--- src/rtl/amp_prob.sv ---
// amp_prob: squares both float32 amplitudes of a single-qubit state to give
// measurement probabilities, and flags the more likely outcome. A single
// 24x24 mantissa multiplier is shared between the two squarings over two
// cycles.
//
// Handshake: prob_go is sampled only while idle; a high sample captures both
// operands and raises prob_running on the same edge. prob_upout updates one
// edge later. prob_downout and prob_outcome update on the following edge,
// where prob_done pulses for exactly one cycle and prob_running drops.
// prob_go held high starts the next run on the edge right after the done
// pulse. prob_running and prob_done are never high together.
module amp_prob (
  input  logic        clk,
  input  logic        lowrst,
  input  logic [31:0] prob_up,
  input  logic [31:0] prob_down,
  input  logic        prob_go,
  output logic [31:0] prob_upout,
  output logic [31:0] prob_downout,
  output logic        prob_outcome,
  output logic        prob_done,
  output logic        prob_running
);

  typedef enum logic [1:0] {
    IDLE    = 2'd0,
    SQ_UP   = 2'd1,
    SQ_DOWN = 2'd2
  } state_t;

  state_t      state;
  state_t      state_nxt;
  logic        cap_en;
  logic        up_we;
  logic        down_we;

  logic [31:0] up_q;
  logic [31:0] down_q;

  // Squarer datapath signals
  logic [31:0]       sq_in;
  logic [31:0]       sq_out;
  logic [7:0]        sq_e;
  logic [47:0]       sq_p;
  logic [22:0]       sq_mant;
  logic              sq_guard;
  logic              sq_sticky;
  logic              sq_n;
  logic              sq_rnd;
  logic [23:0]       sq_mant_r;
  logic signed [9:0] sq_exp;
  logic signed [9:0] sq_exp_r;

  // State register; reset aborts any run in flight
  always_ff @(posedge clk or negedge lowrst) begin
    if (!lowrst) state <= IDLE;
    else         state <= state_nxt;
  end

  // Next-state and per-state write enables; operand select follows the state
  always_comb begin
    state_nxt    = state;
    cap_en       = 1'b0;
    up_we        = 1'b0;
    down_we      = 1'b0;
    sq_in        = up_q;
    prob_running = (state != IDLE);
    case (state)
      IDLE: begin
        if (prob_go) begin
          cap_en    = 1'b1;
          state_nxt = SQ_UP;
        end
      end
      SQ_UP: begin
        sq_in     = up_q;
        up_we     = 1'b1;
        state_nxt = SQ_DOWN;
      end
      SQ_DOWN: begin
        sq_in     = down_q;
        down_we   = 1'b1;
        state_nxt = IDLE;
      end
      default: state_nxt = IDLE;
    endcase
  end

  // Float32 squaring: special inputs first, then 48-bit product,
  // normalise by one bit, round-to-nearest-even, clamp to inf / zero
  always_comb begin
    sq_e      = sq_in[30:23];
    sq_p      = {24'd0, 1'b1, sq_in[22:0]} * {24'd0, 1'b1, sq_in[22:0]};
    sq_mant   = 23'd0;
    sq_guard  = 1'b0;
    sq_sticky = 1'b0;
    sq_n      = 1'b0;
    if (sq_p[47]) begin
      sq_mant   = sq_p[46:24];
      sq_guard  = sq_p[23];
      sq_sticky = |sq_p[22:0];
      sq_n      = 1'b1;
    end else begin
      sq_mant   = sq_p[45:23];
      sq_guard  = sq_p[22];
      sq_sticky = |sq_p[21:0];
      sq_n      = 1'b0;
    end
    sq_exp    = $signed({1'b0, sq_e, 1'b0}) - 10'sd127 + $signed({9'd0, sq_n});
    sq_rnd    = sq_guard & (sq_sticky | sq_mant[0]);
    sq_mant_r = {1'b0, sq_mant} + {23'd0, sq_rnd};
    // A rounding carry leaves the fraction at zero and bumps the exponent
    sq_exp_r  = sq_exp + $signed({9'd0, sq_mant_r[23]});
    if (sq_e == 8'd0)
      sq_out = 32'h0000_0000;
    else if (sq_e == 8'hFF)
      sq_out = (sq_in[22:0] != 23'd0) ? 32'h7FC0_0000 : 32'h7F80_0000;
    else if (sq_exp_r >= 10'sd255)
      sq_out = 32'h7F80_0000;
    else if (sq_exp_r <= 10'sd0)
      sq_out = 32'h0000_0000;
    else
      sq_out = {1'b0, sq_exp_r[7:0], sq_mant_r[22:0]};
  end

  // Operand capture and result registers; results hold until the next run
  always_ff @(posedge clk or negedge lowrst) begin
    if (!lowrst) begin
      up_q         <= 32'd0;
      down_q       <= 32'd0;
      prob_upout   <= 32'd0;
      prob_downout <= 32'd0;
      prob_outcome <= 1'b0;
      prob_done    <= 1'b0;
    end else begin
      prob_done <= 1'b0;
      if (cap_en) begin
        up_q   <= prob_up;
        down_q <= prob_down;
      end
      if (up_we) prob_upout <= sq_out;
      if (down_we) begin
        prob_downout <= sq_out;
        // Both results are non-negative, so magnitude order is value order
        prob_outcome <= (sq_out[30:0] > prob_upout[30:0]);
        prob_done    <= 1'b1;
      end
    end
  end

endmodule

--- config.mk ---
export PLATFORM = sky130hd
export DESIGN_NAME = amp_prob
export DESIGN_NICKNAME = d
export VERILOG_FILES = /design/src/rtl/amp_prob.sv
export SDC_FILE = /design/constraint.sdc
export NUM_CORES = 1
export LEC_CHECK = 0
export ABC_AREA = 1
export BUFFER_PORTS_ARGS = -buffer_cell sky130_fd_sc_hd__buf_2
export CORE_MARGIN = 2
export CORE_UTILIZATION = 50
export CTS_CLUSTER_SIZE = 25
export DETAILED_ROUTE_END_ITERATION = 6
export GPL_TIMING_DRIVEN = 0
export PLACE_DENSITY = 0.67
export SLEW_MARGIN = 20
export SYNTH_ARGS = -nofsm -noshare
export SYNTH_HDL_FRONTEND = slang
export SYNTH_SLANG_ARGS = --single-unit
--- constraint.sdc ---
create_clock -name clk -period 15.7 [get_ports clk]
set_input_delay 1.57 -clock clk [delete_from_list [all_inputs] [get_ports clk]]
set_output_delay 1.57 -clock clk [all_outputs]
set_load 0.02 [all_outputs]
==> results of run 1 <==
[through the flow]
stage / instance area, µm² / std cells / hold slack (ns) / util
5_1_grt: 26700 / 4015 / 0.491 / 0.548
2_1_floorplan: 24400 / 3227 / 0.441 / -
3_5_place_dp: 26000 / 3983 / 0.461 / 0.534
4_1_cts: 26700 / 4015 / 0.477 / 0.548
6_report: 26700 / 4015 / 0.471 / 0.548
3_3_place_gp: 25900 / 3978 / 0.461 / 0.532
[cell type report]
class	count	area share
Tap cell	622	0.0292
Multi-Input combinational cell	2170	0.665
Clock buffer	19	0.0170
Inverter	856	0.120
Buffer	73	0.0118
Sequential cell	128	0.120
Timing Repair Buffer	134	0.0276
Clock inverter	13	0.00863
[per-layer routing]
metal,part of all wire,global-route usage,vias up
li1,-,-,9750
met1,0.42,0.405,9822
met2,0.47,0.486,683
met3,0.073,0.0548,130
met4,0.036,0.0961,0
met5,0,0,-
[logic make-up (layout without fill, tap and decap cells)]
| family | count (synthesis) | after routing | share of synthesized area |
|---|---|---|---|
| AND/OR/NAND/NOR | 1326 | 1326 | 0.223 |
| adder cells (fa/ha/maj) | 622 | 622 | 0.448 |
| buffers and inverters | 929 | 1095 | 0.144 |
| AO/OA/AOI/OAI | 188 | 188 | 0.0418 |
| XOR/XNOR | 30 | 30 | 0.0111 |
| flip-flops | 128 | 128 | 0.131 |
| other | 1 | 2 | 0.000153 |
| multiplexers | 2 | 2 | 0.000819 |
[cell usage in the layout, fill, tap and decap left out, drive strengths merged, types with 3 or more instances in the layout]
cell | netlist | routed
a21o | 4 | 4
and3 | 5 | 5
a21oi | 57 | 57
nor3 | 19 | 19
nand4 | 36 | 36
dfrtp | 128 | 128
buf | 18 | 152
nand3b | 6 | 6
nand3 | 72 | 72
xor2 | 17 | 17
clkinv | 7 | 12
nor4 | 8 | 8
and2 | 6 | 6
nand2 | 869 | 869
clkbuf | 55 | 74
fa | 421 | 421
xnor2 | 13 | 13
o21bai | 8 | 8
bufinv | 0 | 6
nor2 | 298 | 298
or2 | 3 | 3
o21ai | 114 | 114
inv | 849 | 851
ha | 201 | 201
[critical path: cells and delay by family (launching register included)]
family / cells / cell delay, ns
XOR/XNOR: 1 / 0.37
buffers and inverters: 18 / 3.56
AND/OR/NAND/NOR: 32 / 4.51
AO/OA/AOI/OAI: 5 / 1.12
adder cells (fa/ha/maj): 11 / 4.57
flip-flops: 1 / 0.41
[state kept, by name, summed over array words and instances (netlist names)]
| signal | flops |
|---|---|
| prob_outcome | 1 |
| down_q | 31 |
| up_q | 31 |
| state | 2 |
| prob_done | 1 |
| prob_downout | 31 |
| prob_upout | 31 |
[worst paths after layout]
check | start | to | slack [ns] | depth (start not counted)
setup / recovery | state[1]$_DFFE_PN0P_ | prob_outcome$_DFFE_PN0P_ | 1.04 | 67
hold / removal | prob_downout[21]$_DFFE_PN0P_ | prob_downout[21]$_DFFE_PN0P_ | 0.47 | 2
setup reg to reg | state[1]$_DFFE_PN0P_ | prob_outcome$_DFFE_PN0P_ | 1.04 | 67
hold reg to reg | prob_downout[21]$_DFFE_PN0P_ | prob_downout[21]$_DFFE_PN0P_ | 0.47 | 2
max in group asynchronous | lowrst | prob_upout[17]$_DFFE_PN0N_ | 13.93 | 2
min in group asynchronous | lowrst | down_q[5]$_DFFE_PN0P_ | 1.00 | 1
==> results.cfg, run 1 <==
[logic_synthesis]
synth_edf_count = 0
ys_types = 50
synth_top_area_cell = fa_1
synth.top_cells.by_count = nand2_1, inv_1, fa_1
synth_ff_type = dfrtp_1
synth_top_cells_by_area = fa_1, dfrtp_1, nand2_1
yosysTopAreaCellShare = 0.345
yosysMostFrequentCell = nand2_1
ys_async_sr_fraction = 1.00
syn_area_um2 = 24400
seq_area_frac_synth = 0.131
yosys_warnings = 0
synth-seq-cells = 128
synth.avg_cell_area_um2 = 7.58
syn_inst = 3226

[global_routing]
grt_pass1_vias = 21100
grt.total_usage = 0.299
grt_first_pass_wirelength_um = 116000
grt_max_degree = 98
antenna_found_initial = 0
grt_overflow = 0

[worst_setup_path]
cpPeakStageDelay_ns = 0.80
critPathLaunchType = flop
critPathKind = reg -> reg
worstSetupEndpointType = flop
crit_top_cell = nand2_1
worstPathRequired_ns = 16.01
critPathArrivalTime_ns = 14.97
crit_path_top_delay_cell = clkbuf_1
crit_fanout = 10

[die]
io_pins = 134
rows = 81
dieArea_um2 = 50700
die_h_um = 225
start_util = 0.503
die_w_um = 225
core_area_um2 = 48600

[route]
drt_iter0_drc = 1583
dr_total_vias = 20400
first_pass_iters = 6
final_antenna_net_count = 0
via_per_inst = 5.08
wl_per_cell_um = 17.9
wl_um = 72100
drc = 0

[finish]
antenna_cells = 0
multiInputGateArea_um2 = 17800
drive_above_1_share = 0.0743
syn2layout_area_growth_pct = 9.14
layout.nets = 4069
register_area_um2 = 3200
fill_cells = 4738

[job]
drv_cap = 0

[clock_network]
cts_tree = done
clockRootBuffer = clkbuf_16
clock-sinks = 128
cts_hold_buf = 0
h-tree-depth = 4
postCtsSetupBuffers = 0
cts_buffers = 17
clk_latency_ns = 0.42
cts_buffer_depth = 2
clk_pin_slew_worst_paths_ns = 0.06
post_cts_resized = 0

[placement]
place.gp.congestion = 0.959
hpwl_um = 60600
io_buffers = 129
pre_cts_ws_ns = 1.55

[timing]
period_needed_ns = 14.66
finalMaxSlewViolations = 0
tns_ns = 0
rsz0062_at_grt = no
setup_slack_ns = 1.04
relSlewSlack = 0.174
fin_crit_sh = 0.934
finalHoldViolations = 0
finalSetupViolations = 0
clock_skew_ns = 0.0114
clock.fmax_mhz = 68.2
tightest_slew_ns = 1.24

[status]
status = finished, final reports clean

[min_path]
hold_class = reg -> reg
Power of run 1 is left out: the tool's default activity adds up to more than one toggle a clock period on the data nets, which glitch-free logic cannot reach.
==> run 2: changes to the inputs <==
--- a/config.mk
+++ b/config.mk
@@ -7,12 +7,14 @@
 export LEC_CHECK = 0
 export ABC_AREA = 1
 export BUFFER_PORTS_ARGS = -buffer_cell sky130_fd_sc_hd__buf_2
+export CELL_PAD_IN_SITES_DETAIL_PLACEMENT = 1
+export CELL_PAD_IN_SITES_GLOBAL_PLACEMENT = 1
 export CORE_MARGIN = 2
-export CORE_UTILIZATION = 50
+export CORE_UTILIZATION = 48
 export CTS_CLUSTER_SIZE = 25
 export DETAILED_ROUTE_END_ITERATION = 6
 export GPL_TIMING_DRIVEN = 0
-export PLACE_DENSITY = 0.67
+export PLACE_DENSITY_LB_ADDON = 0.1
 export SLEW_MARGIN = 20
 export SYNTH_ARGS = -nofsm -noshare
 export SYNTH_HDL_FRONTEND = slang
==> run 2 against run 1 <==
Non-clock buffer count fell by 1. Via count rose by 5.5%. Die area rose by 4.1%. Clock skew barely moved. Wire length rose by 21%. Cell count rose by 1.2%. Count of clock-buffer cells in the layout rose by 3. Cell area barely moved. Maximum frequency fell by 1.4%. Worst hold slack improved by 0.0063 ns. Sequential share of layout area barely moved. Global-route usage rose by 4.3 points. Largest cell class unchanged.
==> results.cfg, run 2 (synthesis results as in run 1) <==
[status]
status = finished, final reports clean

[placement]
place.gp.congestion = 0.927
hpwl_um = 72800
io_buffers = 129

[finish]
mostFrequentLayoutCells = nand2_1, inv_1, fa_1
fill_cells = 6361
drive_above_1_share = 0.0743
layout.nets = 4068
syn2layout_area_growth_pct = 9.20
antenna_cells = 0
final_common_cell = nand2_1

[worst_setup_path]
worstPathRequired_ns = 16.01
reg2reg_depth = 68
critPathArrivalTime_ns = 15.18
crit_path_top_delay_cell = buf_1
critPathTopFamily = adder cells
critPathKind = reg -> reg
crit_top_cell = nand2_1
regToRegEndpoint = prob_outcome$_DFFE_PN0P_
cpPeakStageDelay_ns = 0.87
setup.worst_path.start = state[0]$_DFFE_PN0P_
crit_fanout = 10
worst_r2r_startpoint = state[0]$_DFFE_PN0P_
worstSetupEndpointType = flop
cp.buffers_inverters = 14
critPathLaunchType = flop
r2r_slack_ns = 0.83

[timing]
relSlewSlack = 0.193
period_needed_ns = 14.87
finalMaxSlewViolations = 0
tightest_slew_ns = 1.20
rsz0062_at_grt = no
clock.fmax_mhz = 67.3
finalHoldViolations = 0
clock_skew_ns = 0.0109
fin_crit_sh = 0.947
tns_ns = 0
finalSetupViolations = 0

[route]
via_per_inst = 5.29
dr_total_vias = 21500
wl_per_cell_um = 21.4
wl_um = 86800
final_antenna_net_count = 0
met1Wirelength_um = 35400
wl_met2_um = 42700
first_pass_iters = 5
drt_iter0_drc = 1204
met3_length_um = 4270
highest_layer = met4
drc = 0

[die]
dieArea_um2 = 52800
io_pins = 134
rows = 82
core_area_um2 = 50200
die_h_um = 230
die_w_um = 230
start_util = 0.487

[clock_network]
clk_latency_ns = 0.42
cts_buffer_depth = 2
clk_pin_slew_worst_paths_ns = 0.06
cts_tree = done
clockRootBuffer = clkbuf_16
cts_buffers = 17
cts_hold_buf = 0
h-tree-depth = 4
clock-sinks = 128

[min_path]
hold_end = down_q[2]$_DFFE_PN0P_
min_path_cells = 2
hold_class = reg -> reg
worstHoldStart = down_q[2]$_DFFE_PN0P_

[global_routing]
grt.total_usage = 0.342
grt_max_degree = 98
antenna_found_initial = 0
grt_overflow = 0
grt_first_pass_wirelength_um = 138000
grt_pass1_vias = 24700

[job]
drv_cap = 0
[run 2: stage by stage]
step                std cells  hold WS [ns]  worst slack (ns)  instance area, µm²  utilization
floorplan                3227         0.441              4.66               24400            -
global placement         4028         0.460             0.924               25900        0.517
detailed placement       4032         0.462              1.01               26000        0.519
CTS                      4064         0.481             0.828               26700        0.532
global route             4064         0.508             0.101               26700        0.532
finish                   4064         0.478             0.834               26700        0.532
[run 2: worst min-delay path, delay by kind of cell (launching register included)]
kind / cells / cell delay (ns)
flops: 1 / 0.34
simple gates: 2 / 0.10
[run 2: what timing repair did]
item	4_1_cts	5_1_grt
buffers inserted	0	0
gates resized for setup	0	8
setup endpoints to repair	0	1
[run 2: final cells by class]
cell class	count	area, µm²	area share
flip-flops and latches	128	3200	0.120
inverters	856	3210	0.120
well taps	672	841	0.0315
plain buffers	73	324	0.0121
multi-input cells	2170	17800	0.665
clock inverters	10	183	0.00684
repair buffers	133	709	0.0266
clock buffers	22	464	0.0174
[run 2: worst max-delay path by stage]
| stage | endpoint | slack (ns) | cells after the start |
|---|---|---|---|
| 4_1_cts | prob_outcome$_DFFE_PN0P_ | 0.83 | 68 |
| 6_report | prob_outcome$_DFFE_PN0P_ | 0.83 | 68 |
| 3_5_place_dp | prob_outcome$_DFFE_PN0P_ | 1.01 | 70 |
| 3_3_place_gp | prob_outcome$_DFFE_PN0P_ | 0.92 | 65 |
| 2_1_floorplan | prob_outcome$_DFFE_PN0P_ | 4.66 | 73 |
| 5_1_grt | prob_outcome$_DFFE_PN0P_ | 0.10 | 68 |
[run 2: layer usage]
metal | track usage | vias up
li1 | - | 9713
met1 | 0.430 | 11000
met2 | 0.591 | 602
met3 | 0.0465 | 213
met4 | 0.147 | 0
met5 | 0 | -
Power of run 2 is left out for the same reason.
